[config.mk]
export PLATFORM = sky130hd
export DESIGN_NAME = bnn_maxpool2x2
export DESIGN_NICKNAME = d
export VERILOG_FILES = /design/src/rtl/bnn_maxpool2x2.sv
export SDC_FILE = /design/constraint.sdc
export NUM_CORES = 1
export LEC_CHECK = 0
export CAP_MARGIN = 5
export CORE_MARGIN = 3
export CORE_UTILIZATION = 34
export CTS_CLUSTER_SIZE = 25
export DETAILED_ROUTE_END_ITERATION = 8
export PLACE_DENSITY = 0.54
export SETUP_SLACK_MARGIN = 0.1
export SLEW_MARGIN = 20
export SYNTH_ARGS = -nofsm -noshare
export SYNTH_HDL_FRONTEND = slang
export SYNTH_SLANG_ARGS = --single-unit
[constraint.sdc]
create_clock -name clk -period 5.1 [get_ports clk]
set_input_delay 1.02 -clock clk [delete_from_list [all_inputs] [get_ports clk]]
set_output_delay 1.02 -clock clk [all_outputs]
set_load 0.02 [all_outputs]
[src/rtl/bnn_maxpool2x2.sv]
// 2x2 stride-2 signed max pooling over a raster-ordered conv stream; one half-row of partial maxima is buffered.
// Optional macro BNN_MAXPOOL_RELU_EN clamps negative pooled results to zero.
module bnn_maxpool2x2 #(
  parameter int IMG_W = 32,
  parameter int IMG_H = 32,
  parameter int DW    = 8
) (
  input  logic                 clk,
  input  logic                 rst,
  input  logic                 Frame_Start,
  input  logic                 Din_Valid,
  input  logic signed [DW-1:0] Din,
  output logic                 Dout_Valid,
  output logic signed [DW-1:0] Dout,
  output logic                 Frame_Done
);

  localparam int CW = (IMG_W > 2) ? $clog2(IMG_W) : 1;
  localparam int RW = (IMG_H > 2) ? $clog2(IMG_H) : 1;
  localparam int HW = IMG_W / 2;
  localparam int BW = (HW > 1) ? $clog2(HW) : 1;

  logic [CW-1:0]        col, col_eff;
  logic [RW-1:0]        row, row_eff;
  logic [BW-1:0]        bidx;
  logic                 col_last, row_last;
  logic signed [DW-1:0] hold;
  logic signed [DW-1:0] hbuf [HW];
  logic signed [DW-1:0] pair_max, pool_max, pool_out;

  function automatic logic signed [DW-1:0] smax(input logic signed [DW-1:0] a,
                                                 input logic signed [DW-1:0] b);
    return (a > b) ? a : b;
  endfunction

  // Frame_Start makes the pixel arriving in the same cycle position (0,0).
  always_comb begin
    col_eff  = Frame_Start ? '0 : col;
    row_eff  = Frame_Start ? '0 : row;
    col_last = (col_eff == CW'(IMG_W - 1));
    row_last = (row_eff == RW'(IMG_H - 1));
    bidx     = BW'(col_eff >> 1);
    pair_max = smax(hold, Din);
    pool_max = smax(hbuf[bidx], pair_max);
`ifdef BNN_MAXPOOL_RELU_EN
    pool_out = pool_max[DW-1] ? '0 : pool_max;
`else
    pool_out = pool_max;
`endif
  end

  always_ff @(posedge clk or posedge rst) begin
    if (rst) begin
      col        <= '0;
      row        <= '0;
      hold       <= '0;
      Dout       <= '0;
      Dout_Valid <= 1'b0;
      Frame_Done <= 1'b0;
      for (int i = 0; i < HW; i++) hbuf[i] <= '0;
    end else begin
      Dout_Valid <= 1'b0;
      Frame_Done <= 1'b0;
      if (Din_Valid) begin
        col <= col_last ? '0 : col_eff + CW'(1);
        if (col_last) row <= row_last ? '0 : row_eff + RW'(1);
        else          row <= row_eff;
        if (!col_eff[0]) begin
          hold <= Din;
        end else if (!row_eff[0]) begin
          hbuf[bidx] <= pair_max;
        end else begin
          Dout       <= pool_out;
          Dout_Valid <= 1'b1;
          Frame_Done <= row_last && col_last;
        end
      end else if (Frame_Start) begin
        col <= '0;
        row <= '0;
      end
    end
  end

endmodule
==> impl_metrics.csv, run 1 <==
group,metric,value,unit
yosys,synth_area_per_cell,10.13,sq um
yosys,ys_warn_count,0,
floorplanning,ios,22,
global_route,grt_pass1_vias,5898,
yosys,synthArstFlopShare,100.0,%
timing,grt_setup_unrepaired,"false",
power_and_ir_drop,p_leak,3.945,nW
clock_tree,clk_latency,420,ps
setup_path,regToRegSetupSlack,1160,ps
yosys,synth_top_area_cell,"dfrtp_1",
timing,slew_viol_final,0,
place,hpwl,15.18,mm
route,wirelength,22.20,mm
power_and_ir_drop,p_int,2.501,mW
yosys,synth_most_common_cell,"dfrtp_1",
clock_tree,clkSinkCount,156,
floorplanning,fp.dieH,158.8,um
cells_and_area,num-nets-final,835,
cells_and_area,n_antenna_cell,0,
setup_path,critical_path_arrival,4580,ps
clock_tree,cts.repair.resized,0,
yosys,syn_nets,818,
timing,post-route-min-period,4244,ps
timing,tns,0,ps
clock_tree,post-cts-setup-buffers,0,
yosys,synth_ff_type,"dfrtp_1",
yosys,synth_top_cell_area_share,49.17,%
power_and_ir_drop,seq_power_share,39.4,%
global_route,grt_usage,18.17,%
global_route,antenna_found_initial,0,
setup_path,cp-start-kind,"primary input",
flow_run,cap_violations,0,
yosys,yosysUniqueCellTypes,65,
clock_tree,htreeDepth,4,
route,ant_nets,0,
route,vias,5810,
power_and_ir_drop,finalPower,3.554,mW
clock_tree,clkTransAtPathRegs,60,ps
timing,finalCritPeriodShare,83.21,%
power_and_ir_drop,netSwitchingPower,1.053,mW
clock_tree,clk_path_buf_depth,2,
cells_and_area,seq_area,3905,sq um
yosys,synthTopCellsByArea,"dfrtp_1 (49%), o21ai_0 (5.0%), nand2_1 (4.9%), a21oi_1 (4.5%), nor2_1 (3.7%)",
power_and_ir_drop,clock_power_share,39.4,%
yosys,netlist_top_cells_count,"dfrtp_1 (156), nand2_1 (103), nor2_1 (79), o21ai_0 (79), a21oi_1 (71)",
timing,clock_skew,8.471,ps
setup_path,worstSetupEndpointType,"register",
yosys,synth-seq-cells,156,
place,numPortBuffers,21,
setup_path,crit_required,5440,ps
yosys,synth_area,7939,sq um
timing,fmax,0.2357,GHz
floorplanning,core_area,22780,sq um
cells_and_area,syn2layout_area_growth,14.47,%
clock_tree,holdBufCountCts,0,
timing,setup_viol_count_final,0,
floorplanning,num_rows,55,
power_and_ir_drop,irDropWorstVdd,0.2251,mV
route,vias_per_cell,5.164,
setup_path,critical_path.max_fanout,9,
cells_and_area,num-fill-cells,2286,
clock_tree,cts_tree,"built",
setup_path,criticalPathCategory,"primary input to register",
timing,tightestPinTransition,1022,ps
yosys,syn_inst,784,
floorplanning,start_util,34.85,%
cells_and_area,drive_above_1_share,14.41,%
timing,hold_viol_final,0,
run_status,status,"finished clean",
clock_tree,cts_buffers,17,
clock_tree,cts_root_buf,"clkbuf_16",
floorplanning,die_w,158.8,um
yosys,synth_edf_count,0,
global_route,grt_max_degree,157,
global_route,grt_overflow_total,0,
power_and_ir_drop,switching_share,29.64,%
place,place_congestion,0.9016,
power_and_ir_drop,pwr-share-comb,21.2,%
power_and_ir_drop,power.density,391.1,nW/um^2
hold_path,hp-class,"register to register",
route,wl_per_cell,19.73,um
yosys,synth_seq_area_share,49.17,%
global_route,grt_pass1_wl,35.38,mm
timing,slew_headroom,31.50,%
route,dr.first_iter.drc_count,446,
route,dr.pass1.iters,5,
cells_and_area,multi_input_area,3656,sq um
floorplanning,die_area,25220,sq um
route,drc_errors,0,
## worst paths after layout
kind                           from        end  cells past startpoint
max                          Din[7]    Dout[0]                     15
max reg2reg                  col[1]    Dout[0]                     14
min reg2reg                hbuf[87]   hbuf[87]                      2
min in group asynchronous       rst     col[3]                      3
min                        hbuf[87]   hbuf[87]                      2
max in group asynchronous       rst  hbuf[111]                      3
## final cells by class
class	count	share of cell area, %
Inverter	23	0.9913
Clock buffer	19	4.874
Clock inverter	11	2.107
Timing Repair Buffer	46	4.516
Multi-Input combinational cell	557	40.23
Sequential cell	156	42.97
Tap cell	313	4.310
## worst max-delay path, stage by stage
cell and delay (ps):
clkdlybuf4s50_1 540, inv_1 60, ha_1 350, nand4_2 150, o22ai_1 110, nor3_2 190, mux2_4 450, mux2i_4 230
ha_1 330, a211oi_1 240, nand2_1 80, a31oi_1 170, a31o_2 210, nand2_1 210, o21ai_0 230
## layer usage
| metal | global-route usage (%) | up-vias | share of wire [%] |
|---|---|---|---|
| met5 | 0 | - | 0 |
| met4 | 4.298 | 0 | 1.3 |
| met3 | 4.200 | 18 | 5.5 |
| met2 | 28.50 | 143 | 47 |
| met1 | 25.64 | 2858 | 47 |
| li1 | - | 2791 | - |
## layout by cell type, fill, tap and decap left out, drive strengths merged, types with 21 or more instances in the layout
master / count
a21oi: 71
buf: 25
clkdlybuf4s50: 21
dfrtp: 156
ha: 22
inv: 22
mux2i: 26
nand2: 103
nor2: 79
o21ai: 82
## cells by family (layout without fill, tap and decap cells)
family                     after synthesis  after routing  share of synthesized area (%)
AOI/OAI and AO/OA                      208            208                          15.30
xor gates and xnor gates                 1              1                         0.1103
adders and majority gates               22             22                          3.467
buffers and inverters                   71             99                          4.807
DFF                                    156            156                          49.17
muxes                                   54             54                          9.976
and+or+nand+nor                        272            272                          17.16
## metrics by stage
step           area, sq um  worst slack [ps]  instances  hold slack [ps]  util, %
3_3_place_gp          8451             462.5       1095            457.4    37.10
3_5_place_dp          8451             424.0       1095            465.1    37.10
4_1_cts               9085             861.6       1125            480.5    39.88
2_1_floorplan         7943              1140        784            441.8        -
6_report              9087             856.4       1125            474.2    39.90
5_1_grt               9087             639.4       1125            505.0    39.90
## power by group through the flow
stage | logic (mW) | clock network [mW] | registers [mW]
after floorplan | 0.559 | 0 | 1.39
after global placement | 0.752 | 0 | 1.42
after detailed placement | 0.757 | 0 | 1.42
after CTS | 0.759 | 1.43 | 1.40
after global routing | 0.833 | 1.47 | 1.41
final | 0.755 | 1.40 | 1.40
## registers in the layout, summed over array words and instances, names as in the netlist
name,cells
hbuf,128
row,5
Dout,8
hold,8
Dout_Valid,1
col,5
Frame_Done,1
No activity file was read; power rests on OpenSTA's default activity.
==> inputs of run 2 (changes only) <==
Clock period 5.1 ns to 3.75 ns, I/O delays scaled along.
==> run 2 against run 1 <==
  * Final cell count up 5.4%
  * Critical endpoint is now Dout[5]
  * Critical path depth unchanged
  * Largest power group unchanged
  * Clock power up 29%
==> impl_metrics.csv, run 2 (synthesis gave the netlist of run 1 again) <==
group,metric,value,unit
floorplanning,die_w,158.8,um
timing,hold_viol_final,0,
timing,grt_setup_unrepaired,"false",
place,post_dp_cell_area,8936,sq um
cells_and_area,largest_reg_flops,128,
hold_path,min_from,"hbuf[80]",
setup_path,cp-start-kind,"primary input",
timing,slew_headroom,40.21,%
timing,tightestPinTransition,894.9,ps
clock_tree,cts_root_buf,"clkbuf_16",
floorplanning,core_area,22780,sq um
floorplanning,num_rows,55,
cells_and_area,largest-register,"hbuf",
setup_path,slowest_delay,390,ps
floorplanning,ios,22,
route,vias,6034,
place,place_congestion,0.8254,
cells_and_area,num-fill-cells,2217,
clock_tree,clkTransAtPathRegs,70,ps
timing,clock_skew,10.13,ps
power_and_ir_drop,finalPower,5.240,mW
floorplanning,die_area,25220,sq um
setup_path,crit_required,4050,ps
route,wirelength,22.99,mm
setup_path,regToRegSetupSlack,200,ps
global_route,antenna_found_initial,0,
global_route,grt_pass1_wl,36.03,mm
hold_path,whs_endpoint,"hbuf[80]",
place,hpwl,15.73,mm
setup_path,rr_worst_depth,14,
setup_path,critical_path.max_fanout,15,
clock_tree,holdBufCountCts,0,
flow_run,cap_violations,0,
clock_tree,cts_tree,"built",
place,numPortBuffers,21,
floorplanning,start_util,34.85,%
setup_path,worstSetupEndpointType,"register",
clock_tree,htreeDepth,4,
floorplanning,fp.dieH,158.8,um
cells_and_area,final_cell_mix,"dfrtp_1 (155), nand2_1 (102), o21ai_0 (78), nor2_1 (78), buf_4 (75)",
clock_tree,clk_path_buf_depth,2,
timing,fmax,0.2804,GHz
global_route,grt_max_degree,49,
power_and_ir_drop,irDropWorstVdd,0.2682,mV
power_and_ir_drop,p_leak,4.330,nW
setup_path,criticalPathCategory,"primary input to register",
timing,finalCritPeriodShare,95.09,%
setup_path,timing.rr.end,"Dout[5]",
route,drc_errors,0,
cells_and_area,drive_above_1_share,23.25,%
setup_path,setup.worst_path.start,"Frame_Start",
global_route,grt_usage,18.63,%
timing,slew_viol_final,0,
clock_tree,cts_buffers,17,
timing,whs,477.5,ps
cells_and_area,top_regs,"hbuf x128, Dout x8, hold x8",
global_route,grt_overflow_total,0,
power_and_ir_drop,power.density,533.8,nW/um^2
setup_path,slowest_stage,"or2b_2",
timing,post-route-min-period,3566,ps
route,dr.pass1.iters,5,
setup_path,r2r-start,"col[1]",
setup_path,path_common_cell,"o211ai_1",
hold_path,hold_depth,2,
route,vias_per_cell,5.088,
route,wl_per_cell,19.38,um
route,ant_nets,0,
setup_path,critical_path_arrival,3860,ps
cells_and_area,syn2layout_area_growth,23.66,%
hold_path,hp-class,"register to register",
route,dr.first_iter.drc_count,382,
timing,setup_viol_count_final,0,
cells_and_area,final_common_cell,"dfrtp_1",
clock_tree,clkSinkCount,156,
setup_path,worstPathCellList,"buf_2 -> or2b_2 -> clkinv_1 -> mux2i_1 -> o211ai_1 -> nor4b_1 -> buf_4 -> inv_1 -> ha_4 -> and4_1 -> nand4_1 -> a31oi_4 -> a31o_4 -> nand3b_1 -> o211ai_1",
clock_tree,clk_latency,430,ps
cells_and_area,num-nets-final,894,
cells_and_area,n_antenna_cell,0,
run_status,status,"finished clean",
global_route,grt_pass1_vias,6071,
cells_and_area,final_area,9817,sq um
run 2: changes by cell type in the layout (fill, tap and decap cells not counted), sizes merged, moves of 2 or more:
cell,previous run,this run
dlymetal6s2s,0,7
buf,25,84
bufinv,5,3
clkinv,3,5
clkdlybuf4s50,21,12
inv,22,26
run 2: per-layer routing:
metal,global-route usage [%],wire length [um],up-vias
li1,-,-,2923
met1,25.58,10730,2936
met2,28.71,10420,145
met3,5.348,1399,30
met4,5.571,440,0
met5,0,0,-
run 2: where the power goes:
| part | total (mW) | switching, mW | internal [mW] |
|---|---|---|---|
| combinational | 1.54 | 0.875 | 0.664 |
| sequential | 1.89 | 0.0953 | 1.80 |
| clock | 1.81 | 0.748 | 1.06 |
| total | 5.24 | 1.72 | 3.52 |
run 2: worst max-delay path, delay by kind of cell:
kind	cells	cell delay, ps
adders and majority gates	1	260
muxes	1	260
and+or+nand+nor	5	1200
AOI/OAI and AO/OA	4	720
buffers and inverters	4	650
run 2: stage by stage:
step           worst slack (ps)  TNS [ps]  util [%]  instances
6_report                  184.1         0     43.10       1186
5_1_grt                   102.4         0     43.10       1186
4_1_cts                   102.3         0     42.72       1184
3_5_place_dp             -546.1     -4034     39.23       1150
3_3_place_gp             -498.8     -3764     39.23       1150
2_1_floorplan             118.4         0         -        784
run 2: timing repair:
action	4_1_cts	5_1_grt
cloned	1	0
gates resized for setup	23	18
buffers inserted	1	2
pin swaps	10	9
setup endpoints to repair	8	8
run 2: final cells by class:
cell class	count	area, sq um	area share (%)
clock buffers	18	429.2	4.372
clock inverters	14	182.7	1.861
inverters	23	90.09	0.9177
multi-input cells	558	3882	39.55
flip-flops and latches	156	3905	39.78
well taps	313	391.6	3.989
repair buffers	104	935.9	9.534
run 2: how the worst max path moves through the flow:
stage,end
after global placement,Dout[6]
after global routing,Dout[6]
after CTS,Dout[5]
after detailed placement,Dout[7]
final,Dout[5]
after floorplan,Dout[0]
==> inputs of run 3 (changes only) <==
Settings changed: HOLD_SLACK_MARGIN set to 0.06.
==> results of run 3 <==
No change in the layout: final DEF, timing and power equal those of run 2.
